===== config.mk =====
export PLATFORM = sky130hd
export DESIGN_NAME = can_tx_prio_queue
export DESIGN_NICKNAME = d
export VERILOG_FILES = /design/src/rtl/can_tx_prio_queue.sv
export SDC_FILE = /design/constraint.sdc
export NUM_CORES = 1
export LEC_CHECK = 0
export CAP_MARGIN = 20
export CORE_MARGIN = 2
export CORE_UTILIZATION = 25
export DETAILED_ROUTE_END_ITERATION = 16
export DONT_BUFFER_PORTS = 1
export GPL_TIMING_DRIVEN = 0
export MAX_ROUTING_LAYER = met4
export PLACE_DENSITY = 0.42
export REMOVE_ABC_BUFFERS = 1
export SYNTH_ARGS = -nofsm -noshare
export SYNTH_HDL_FRONTEND = slang
export SYNTH_SLANG_ARGS = --single-unit

===== constraint.sdc =====
create_clock -name clk -period 49.2 [get_ports clk]
set_clock_uncertainty 0.2 [all_clocks]
set_input_delay 7.38 -clock clk [delete_from_list [all_inputs] [get_ports clk]]
set_output_delay 7.38 -clock clk [all_outputs]
set_load 0.05 [all_outputs]

===== src/rtl/can_tx_prio_queue.sv =====
// CAN transmit priority buffer: holds up to DEPTH frames, presents the lowest-ID
// (oldest among equal IDs) frame to the bit engine, retries on arbitration loss.
module can_tx_prio_queue #(
  parameter int DEPTH     = 8,
  parameter int ID_W      = 11,
  parameter int MAX_RETRY = 16
) (
  input  logic                     clk,
  input  logic                     rst,
  input  logic                     req_valid,
  output logic                     req_ready,
  input  logic [ID_W-1:0]          req_id,
  input  logic [3:0]               req_dlc,
  input  logic [7:0]               req_data [8],
  input  logic                     flush,
  output logic                     tx_valid,
  output logic [ID_W-1:0]          tx_id,
  output logic [3:0]               tx_dlc,
  output logic [7:0]               tx_data [8],
  input  logic                     tx_done,
  input  logic                     tx_arb_lost,
  output logic [$clog2(DEPTH):0]   count,
  output logic                     full,
  output logic                     empty,
  output logic                     drop,
  output logic [ID_W-1:0]          drop_id
);

  localparam int AW = $clog2(DEPTH);
  localparam int CW = AW + 1;
  localparam logic [CW-1:0] DEPTH_C = CW'(DEPTH);
  localparam logic [7:0]    MAX_R8  = 8'(MAX_RETRY);

  typedef enum logic {ST_IDLE = 1'b0, ST_BUSY = 1'b1} state_t;

  state_t            state_q, state_d;
  logic [DEPTH-1:0]  vld_q, vld_d;
  logic [ID_W-1:0]   id_q    [DEPTH];
  logic [3:0]        dlc_q   [DEPTH];
  logic [7:0]        data_q  [DEPTH][8];
  logic [AW-1:0]     age_q   [DEPTH];
  logic [AW-1:0]     age_d   [DEPTH];
  logic [7:0]        retry_q [DEPTH];
  logic [7:0]        retry_d [DEPTH];
  logic [AW-1:0]     cur_q, cur_d;
  logic              tx_valid_q, tx_valid_d;
  logic [ID_W-1:0]   tx_id_q, tx_id_d;
  logic [3:0]        tx_dlc_q, tx_dlc_d;
  logic [7:0]        tx_data_q [8];
  logic [7:0]        tx_data_d [8];
  logic [CW-1:0]     count_q, count_d;
  logic              full_q, empty_q;
  logic              drop_q, drop_d;
  logic [ID_W-1:0]   drop_id_q, drop_id_d;

  logic              sel_found_s;
  logic [AW-1:0]     sel_idx_s;
  logic [ID_W-1:0]   sel_id_s;
  logic [AW-1:0]     sel_age_s;
  logic              free_found_s;
  logic [AW-1:0]     free_idx_s;
  logic              accept_s;
  logic              clr_s;
  logic              dec_s;
  logic [7:0]        retry_inc_s;

  assign req_ready   = !full_q && !flush;
  assign accept_s    = req_valid && req_ready;
  assign retry_inc_s = retry_q[cur_q] + 8'd1;

  // Priority pick: lowest id, then largest age (oldest) among equal ids.
  always_comb begin
    sel_found_s = 1'b0;
    sel_idx_s   = '0;
    sel_id_s    = '0;
    sel_age_s   = '0;
    for (int i = 0; i < DEPTH; i++) begin
      if (vld_q[i] && (!sel_found_s || (id_q[i] < sel_id_s) ||
                       ((id_q[i] == sel_id_s) && (age_q[i] > sel_age_s)))) begin
        sel_found_s = 1'b1;
        sel_idx_s   = AW'(i);
        sel_id_s    = id_q[i];
        sel_age_s   = age_q[i];
      end else begin
        sel_found_s = sel_found_s;
      end
    end
  end

  always_comb begin
    free_found_s = 1'b0;
    free_idx_s   = '0;
    for (int i = 0; i < DEPTH; i++) begin
      if (!vld_q[i] && !free_found_s) begin
        free_found_s = 1'b1;
        free_idx_s   = AW'(i);
      end else begin
        free_found_s = free_found_s;
      end
    end
  end

  always_comb begin
    state_d    = state_q;
    vld_d      = vld_q;
    age_d      = age_q;
    retry_d    = retry_q;
    cur_d      = cur_q;
    tx_valid_d = tx_valid_q;
    tx_id_d    = tx_id_q;
    tx_dlc_d   = tx_dlc_q;
    tx_data_d  = tx_data_q;
    drop_d     = 1'b0;
    drop_id_d  = drop_id_q;
    count_d    = count_q;
    clr_s      = 1'b0;
    dec_s      = 1'b0;

    if (flush) begin
      state_d    = ST_IDLE;
      vld_d      = '0;
      tx_valid_d = 1'b0;
      count_d    = '0;
    end else begin
      case (state_q)
        ST_IDLE: begin
          if (sel_found_s) begin
            cur_d      = sel_idx_s;
            tx_id_d    = id_q[sel_idx_s];
            tx_dlc_d   = dlc_q[sel_idx_s];
            tx_data_d  = data_q[sel_idx_s];
            tx_valid_d = 1'b1;
            state_d    = ST_BUSY;
          end else begin
            state_d = ST_IDLE;
          end
        end
        ST_BUSY: begin
          if (tx_done) begin
            clr_s      = 1'b1;
            tx_valid_d = 1'b0;
            state_d    = ST_IDLE;
          end else if (tx_arb_lost) begin
            retry_d[cur_q] = retry_inc_s;
            tx_valid_d     = 1'b0;
            state_d        = ST_IDLE;
            if (retry_inc_s == MAX_R8) begin
              clr_s     = 1'b1;
              drop_d    = 1'b1;
              drop_id_d = tx_id_q;
            end else begin
              clr_s = 1'b0;
            end
          end else begin
            state_d = ST_BUSY;
          end
        end
        default: begin
          state_d    = ST_IDLE;
          tx_valid_d = 1'b0;
        end
      endcase

      // Ages are kept as a dense rank (0 = newest): a clear closes the gap it leaves,
      // so ages stay distinct and below DEPTH however the queue drains.
      for (int i = 0; i < DEPTH; i++) begin
        if (vld_q[i] && !(clr_s && (cur_q == AW'(i)))) begin
          dec_s    = clr_s && (age_q[i] > age_q[cur_q]);
          age_d[i] = age_q[i] + AW'(accept_s) - AW'(dec_s);
        end else begin
          age_d[i] = age_q[i];
        end
      end

      if (clr_s) begin
        vld_d[cur_q] = 1'b0;
      end else begin
        vld_d[cur_q] = vld_d[cur_q];
      end

      if (accept_s) begin
        vld_d[free_idx_s]   = 1'b1;
        age_d[free_idx_s]   = '0;
        retry_d[free_idx_s] = 8'd0;
      end else begin
        vld_d[free_idx_s] = vld_d[free_idx_s];
      end

      count_d = count_q + CW'(accept_s) - CW'(clr_s);
    end
  end

  always_ff @(posedge clk) begin
    if (rst) begin
      state_q    <= ST_IDLE;
      vld_q      <= '0;
      cur_q      <= '0;
      tx_valid_q <= 1'b0;
      tx_id_q    <= '0;
      tx_dlc_q   <= 4'd0;
      count_q    <= '0;
      full_q     <= 1'b0;
      empty_q    <= 1'b1;
      drop_q     <= 1'b0;
      drop_id_q  <= '0;
      for (int i = 0; i < DEPTH; i++) begin
        age_q[i]   <= '0;
        retry_q[i] <= 8'd0;
      end
      for (int b = 0; b < 8; b++) begin
        tx_data_q[b] <= 8'd0;
      end
    end else begin
      state_q    <= state_d;
      vld_q      <= vld_d;
      cur_q      <= cur_d;
      tx_valid_q <= tx_valid_d;
      tx_id_q    <= tx_id_d;
      tx_dlc_q   <= tx_dlc_d;
      tx_data_q  <= tx_data_d;
      count_q    <= count_d;
      full_q     <= (count_d == DEPTH_C);
      empty_q    <= (count_d == '0);
      drop_q     <= drop_d;
      drop_id_q  <= drop_id_d;
      age_q      <= age_d;
      retry_q    <= retry_d;
    end
  end

  // Payload storage needs no reset: a slot is only read while its valid bit is set.
  always_ff @(posedge clk) begin
    if (accept_s) begin
      id_q[free_idx_s]   <= req_id;
      dlc_q[free_idx_s]  <= req_dlc;
      data_q[free_idx_s] <= req_data;
    end else begin
      id_q[free_idx_s] <= id_q[free_idx_s];
    end
  end

  assign tx_valid = tx_valid_q;
  assign tx_id    = tx_id_q;
  assign tx_dlc   = tx_dlc_q;
  assign tx_data  = tx_data_q;
  assign count    = count_q;
  assign full     = full_q;
  assign empty    = empty_q;
  assign drop     = drop_q;
  assign drop_id  = drop_id_q;

endmodule

==> impl_metrics.ini <==
[routing]
routed_wl_um = 120500
drt_iter0_markers = 1769
drc = 0
detail_route.vias_per_cell = 4.902
postRouteAntennaNets = 0
num_vias = 23770
wire_per_inst_um = 24.85
firstDrtPassIters = 5

[clocking]
clock_sinks = 830
cts_resized = 0
path_clk_slew_ns = 0.06
cts_tree = done
cts_setup_buffers = 0
clk_latency_ns = 0.74
cts_buffer_depth = 3
cts.hold.buffers_added = 0
clockRootBuffer = clkbuf_16
numCtsBuffers = 97
cts_htree_levels = 3

[power]
power_mw = 1.509
power_density_nw_per_um2 = 34.78
irDropWorstVdd_uv = 23.97
p_leak_nw = 15.21

[final_layout]
drive_above_1_share_pct = 15.31
nets = 3102
utilization_pct = 30.12
fin_cells = 4850
fillCellCount = 14610
areaGrowthSynthToFinish_pct = 19.42

[grt]
grt_pass1_vias = 23720
grt_pass1_wl_um = 174600
grt_overflow = 0
grt_start_max_net_pins = 113
antenna_found_initial = 2
grt_use_total_pct = 16.66

[synth]
syn_area_per_cell_um2 = 12.95
synth_seq_area_share_pct = 63.16
synth_compound_area_share_pct = 15.61
synth_xor_area_share_pct = 0.4099
yosys.area_share.simple_pct = 7.165
synth_top_family_by_area = compound AO/OA/AOI/OAI gates
ys_seq_elements = 830
synth-async-reset-ratio_pct = 0
synth_top_flop_cell = edfxtp_1
synth_mux_area_share_pct = 5.535
synth_edf_count = 632
synthAdderAreaFrac_pct = 5.422
yosys_warnings = 0
syn_inst = 2804
synthesis.area_um2 = 36320
ys_types = 78

[timing]
tightest_slew_ns = 1.089
slew_viol_final = 0
hold_viol_final = 0
period_needed_ns = 20.82
worst_slew_margin_rel_pct = 27.38
setup_viol = 0
fmax_mhz = 48.02
post-route-period-util_pct = 42.33
rsz0062_at_grt = no

[status]
status = complete, no violations

[setup_path]
startpoint_type = flop
cp.required_ns = 49.61
crit_slowest_cell = or2_0
reg2regPathDepth = 63
cp_data_arrival_time_ns = 21.23
cp-end-kind = flop
critical_path_class = flop to flop
worstReg2RegEnd = tx_data[48]
max_stage_delay_ns = 0.89
critPathMostFrequentCell = o21ai_0
crit_start = vld_q[0]
reg2reg_slack_ns = 28.38
worstReg2RegStart = vld_q[0]
cp_max_fo = 36

[die]
die-area_um2 = 148400
die_h_um = 385.2
start_util_pct = 25.23
rows = 139
die_w_um = 385.2
core_um2 = 144000
pin_count = 184

[hold_path]
min_delay_worst_endpoint = retry_q[33]
hold_path_class = flop to flop
hold_depth = 2
min_from = retry_q[33]

[place]
dp_cells = 4668
place_hpwl_um = 78800
io_buffers = 0
gp_routability_congestion = 0.8144

[job]
maxCapViolations = 0
## worst max-delay path, delay by kind of cell (launching register included)
kind	cells	cell delay, ns
AOI/OAI and AO/OA	28	8.38
adders and majority gates	7	2.17
buffers and inverters	9	1.91
DFF	1	0.78
muxes	2	0.89
and+or+nand+nor	17	6.31
## kinds of logic (layout without fill, tap and decap cells)
group           after synthesis  in the layout
compound gates              784            784
fa+ha+maj                   152            152
mux                         165            165
flops                       830            830
simple gates                605            605
xor+xnor                     17             17
other cells                   0              1
buf+inv                     251            393
## power by group
group	total [mW]	switching, mW	internal [mW]
combinational	0.0296	0.0183	0.0113
clock	0.708	0.301	0.407
sequential	0.771	0.0112	0.760
## Yosys cell counts, types with 6 or more instances
| master | n | area share [%] |
|---|---|---|
| o22ai_1 | 24 | 0.41 |
| nor4_1 | 13 | 0.22 |
| nor2b_1 | 12 | 0.21 |
| and2_1 | 7 | 0.12 |
| o211a_1 | 33 | 0.91 |
| mux4_2 | 23 | 1.4 |
| a21oi_1 | 111 | 1.5 |
| a211oi_1 | 56 | 1.2 |
| clkbuf_1 | 117 | 1.2 |
| nor3_1 | 10 | 0.14 |
| a31o_2 | 59 | 1.4 |
| or3_1 | 7 | 0.12 |
| a41oi_1 | 8 | 0.19 |
| a31oi_1 | 30 | 0.52 |
| o21bai_1 | 10 | 0.21 |
| o21ai_0 | 135 | 1.9 |
| a311oi_1 | 38 | 0.92 |
| fa_1 | 9 | 0.50 |
| a221o_1 | 43 | 1.2 |
| a22oi_1 | 88 | 1.8 |
| ha_1 | 143 | 4.9 |
| nand4_1 | 19 | 0.33 |
| o211ai_1 | 7 | 0.14 |
| a21o_1 | 38 | 0.79 |
| mux2_2 | 54 | 1.7 |
| nor2_1 | 176 | 1.8 |
| nand3b_1 | 7 | 0.14 |
| nand2b_1 | 16 | 0.28 |
| a22o_1 | 14 | 0.34 |
| mux2i_1 | 87 | 2.4 |
| nand2_1 | 301 | 3.1 |
| edfxtp_1 | 632 | 52 |
| nand3_1 | 13 | 0.18 |
| inv_1 | 88 | 0.91 |
| buf_2 | 17 | 0.23 |
| a32o_1 | 8 | 0.22 |
| dfxtp_1 | 198 | 11 |
| xnor2_1 | 13 | 0.31 |
| buf_1 | 24 | 0.25 |
| o2bb2ai_1 | 15 | 0.36 |
| o21a_1 | 22 | 0.45 |
| or2_2 | 6 | 0.10 |
## area by class of cell
class                           instances  area (µm²)  area share [%]
Sequential cell                       830       22940           52.89
Clock buffer                          145        2728           6.288
Tap cell                             1903        2381           5.489
Multi-Input combinational cell       1723       12650           29.16
Timing Repair Buffer                  123        1907           4.396
Inverter                               90       361.6          0.8335
Clock inverter                         35       407.9          0.9403
Antenna cell                            1       2.502        0.005769
## stage by stage
stage | hold slack (ns) | instance area [µm²] | setup WS [ns] | TNS [ns]
finish | 0.2954 | 43380 | 28.38 | 0
detailed placement | 0.2732 | 40230 | 28.14 | 0
CTS | 0.2951 | 43360 | 28.06 | 0
floorplan | 0.2486 | 35680 | 20.22 | 0
global placement | 0.2707 | 38070 | -22.37 | -1013.54
global route | 0.3237 | 43380 | 27.36 | 0
## worst max path at each step
stage	end	slack [ns]	cells past startpoint
detailed placement	tx_id[7]	28.14	62
finish	tx_data[48]	28.38	63
global route	tx_id[7]	27.36	63
global placement	tx_id[2]	-22.37	39
CTS	tx_id[7]	28.06	62
floorplan	tx_dlc[3]	20.22	38
## metal layers
| metal | vias up | routed length (µm) | global-route usage [%] |
|---|---|---|---|
| met2 | 601 | 55800 | 25.65 |
| met5 | - | 0 | - |
| met3 | 183 | 7285 | 3.888 |
| li1 | 10930 | - | - |
| met4 | 0 | 3548 | 5.224 |
| met1 | 12060 | 53900 | 21.65 |
## sequential cells by signal (all words and copies together), names as in the netlist, 3 cells and up
name	flops
data_q	512
id_q	88
retry_q	64
tx_data	64
dlc_q	32
age_q	24
drop_id	11
tx_id	11
vld_q	8
count	4
tx_dlc	4
cur_q	3
## layout by cell type, fill, tap and decap left out, types with 9 or more instances in the layout
cell type and n:
o21bai_1 10, a221o_1 43, o21a_1 20, clkbuf_1 36, a211oi_1 56, fa_1 9
mux2i_1 87, xnor2_1 13, clkbuf_16 97, buf_6 41, dfxtp_1 196, buf_16 21
nor2b_1 12, buf_8 33, ha_1 143, nand2b_1 16, a21o_1 38, o21ai_0 133
buf_12 13, a31o_2 59, a22oi_1 88, inv_1 83, buf_4 13, a31oi_1 28
o211a_1 33, o2bb2ai_1 15, mux2_2 54, nand2_1 301, nand4_1 19, nand3_1 13
nor2_1 168, clkinv_2 14, a22o_1 14, o22ai_1 24, a311oi_1 37, mux4_2 23
edfxtp_1 632, clkbuf_8 12, a21oi_1 111
Power figures use the tool's default switching activity.
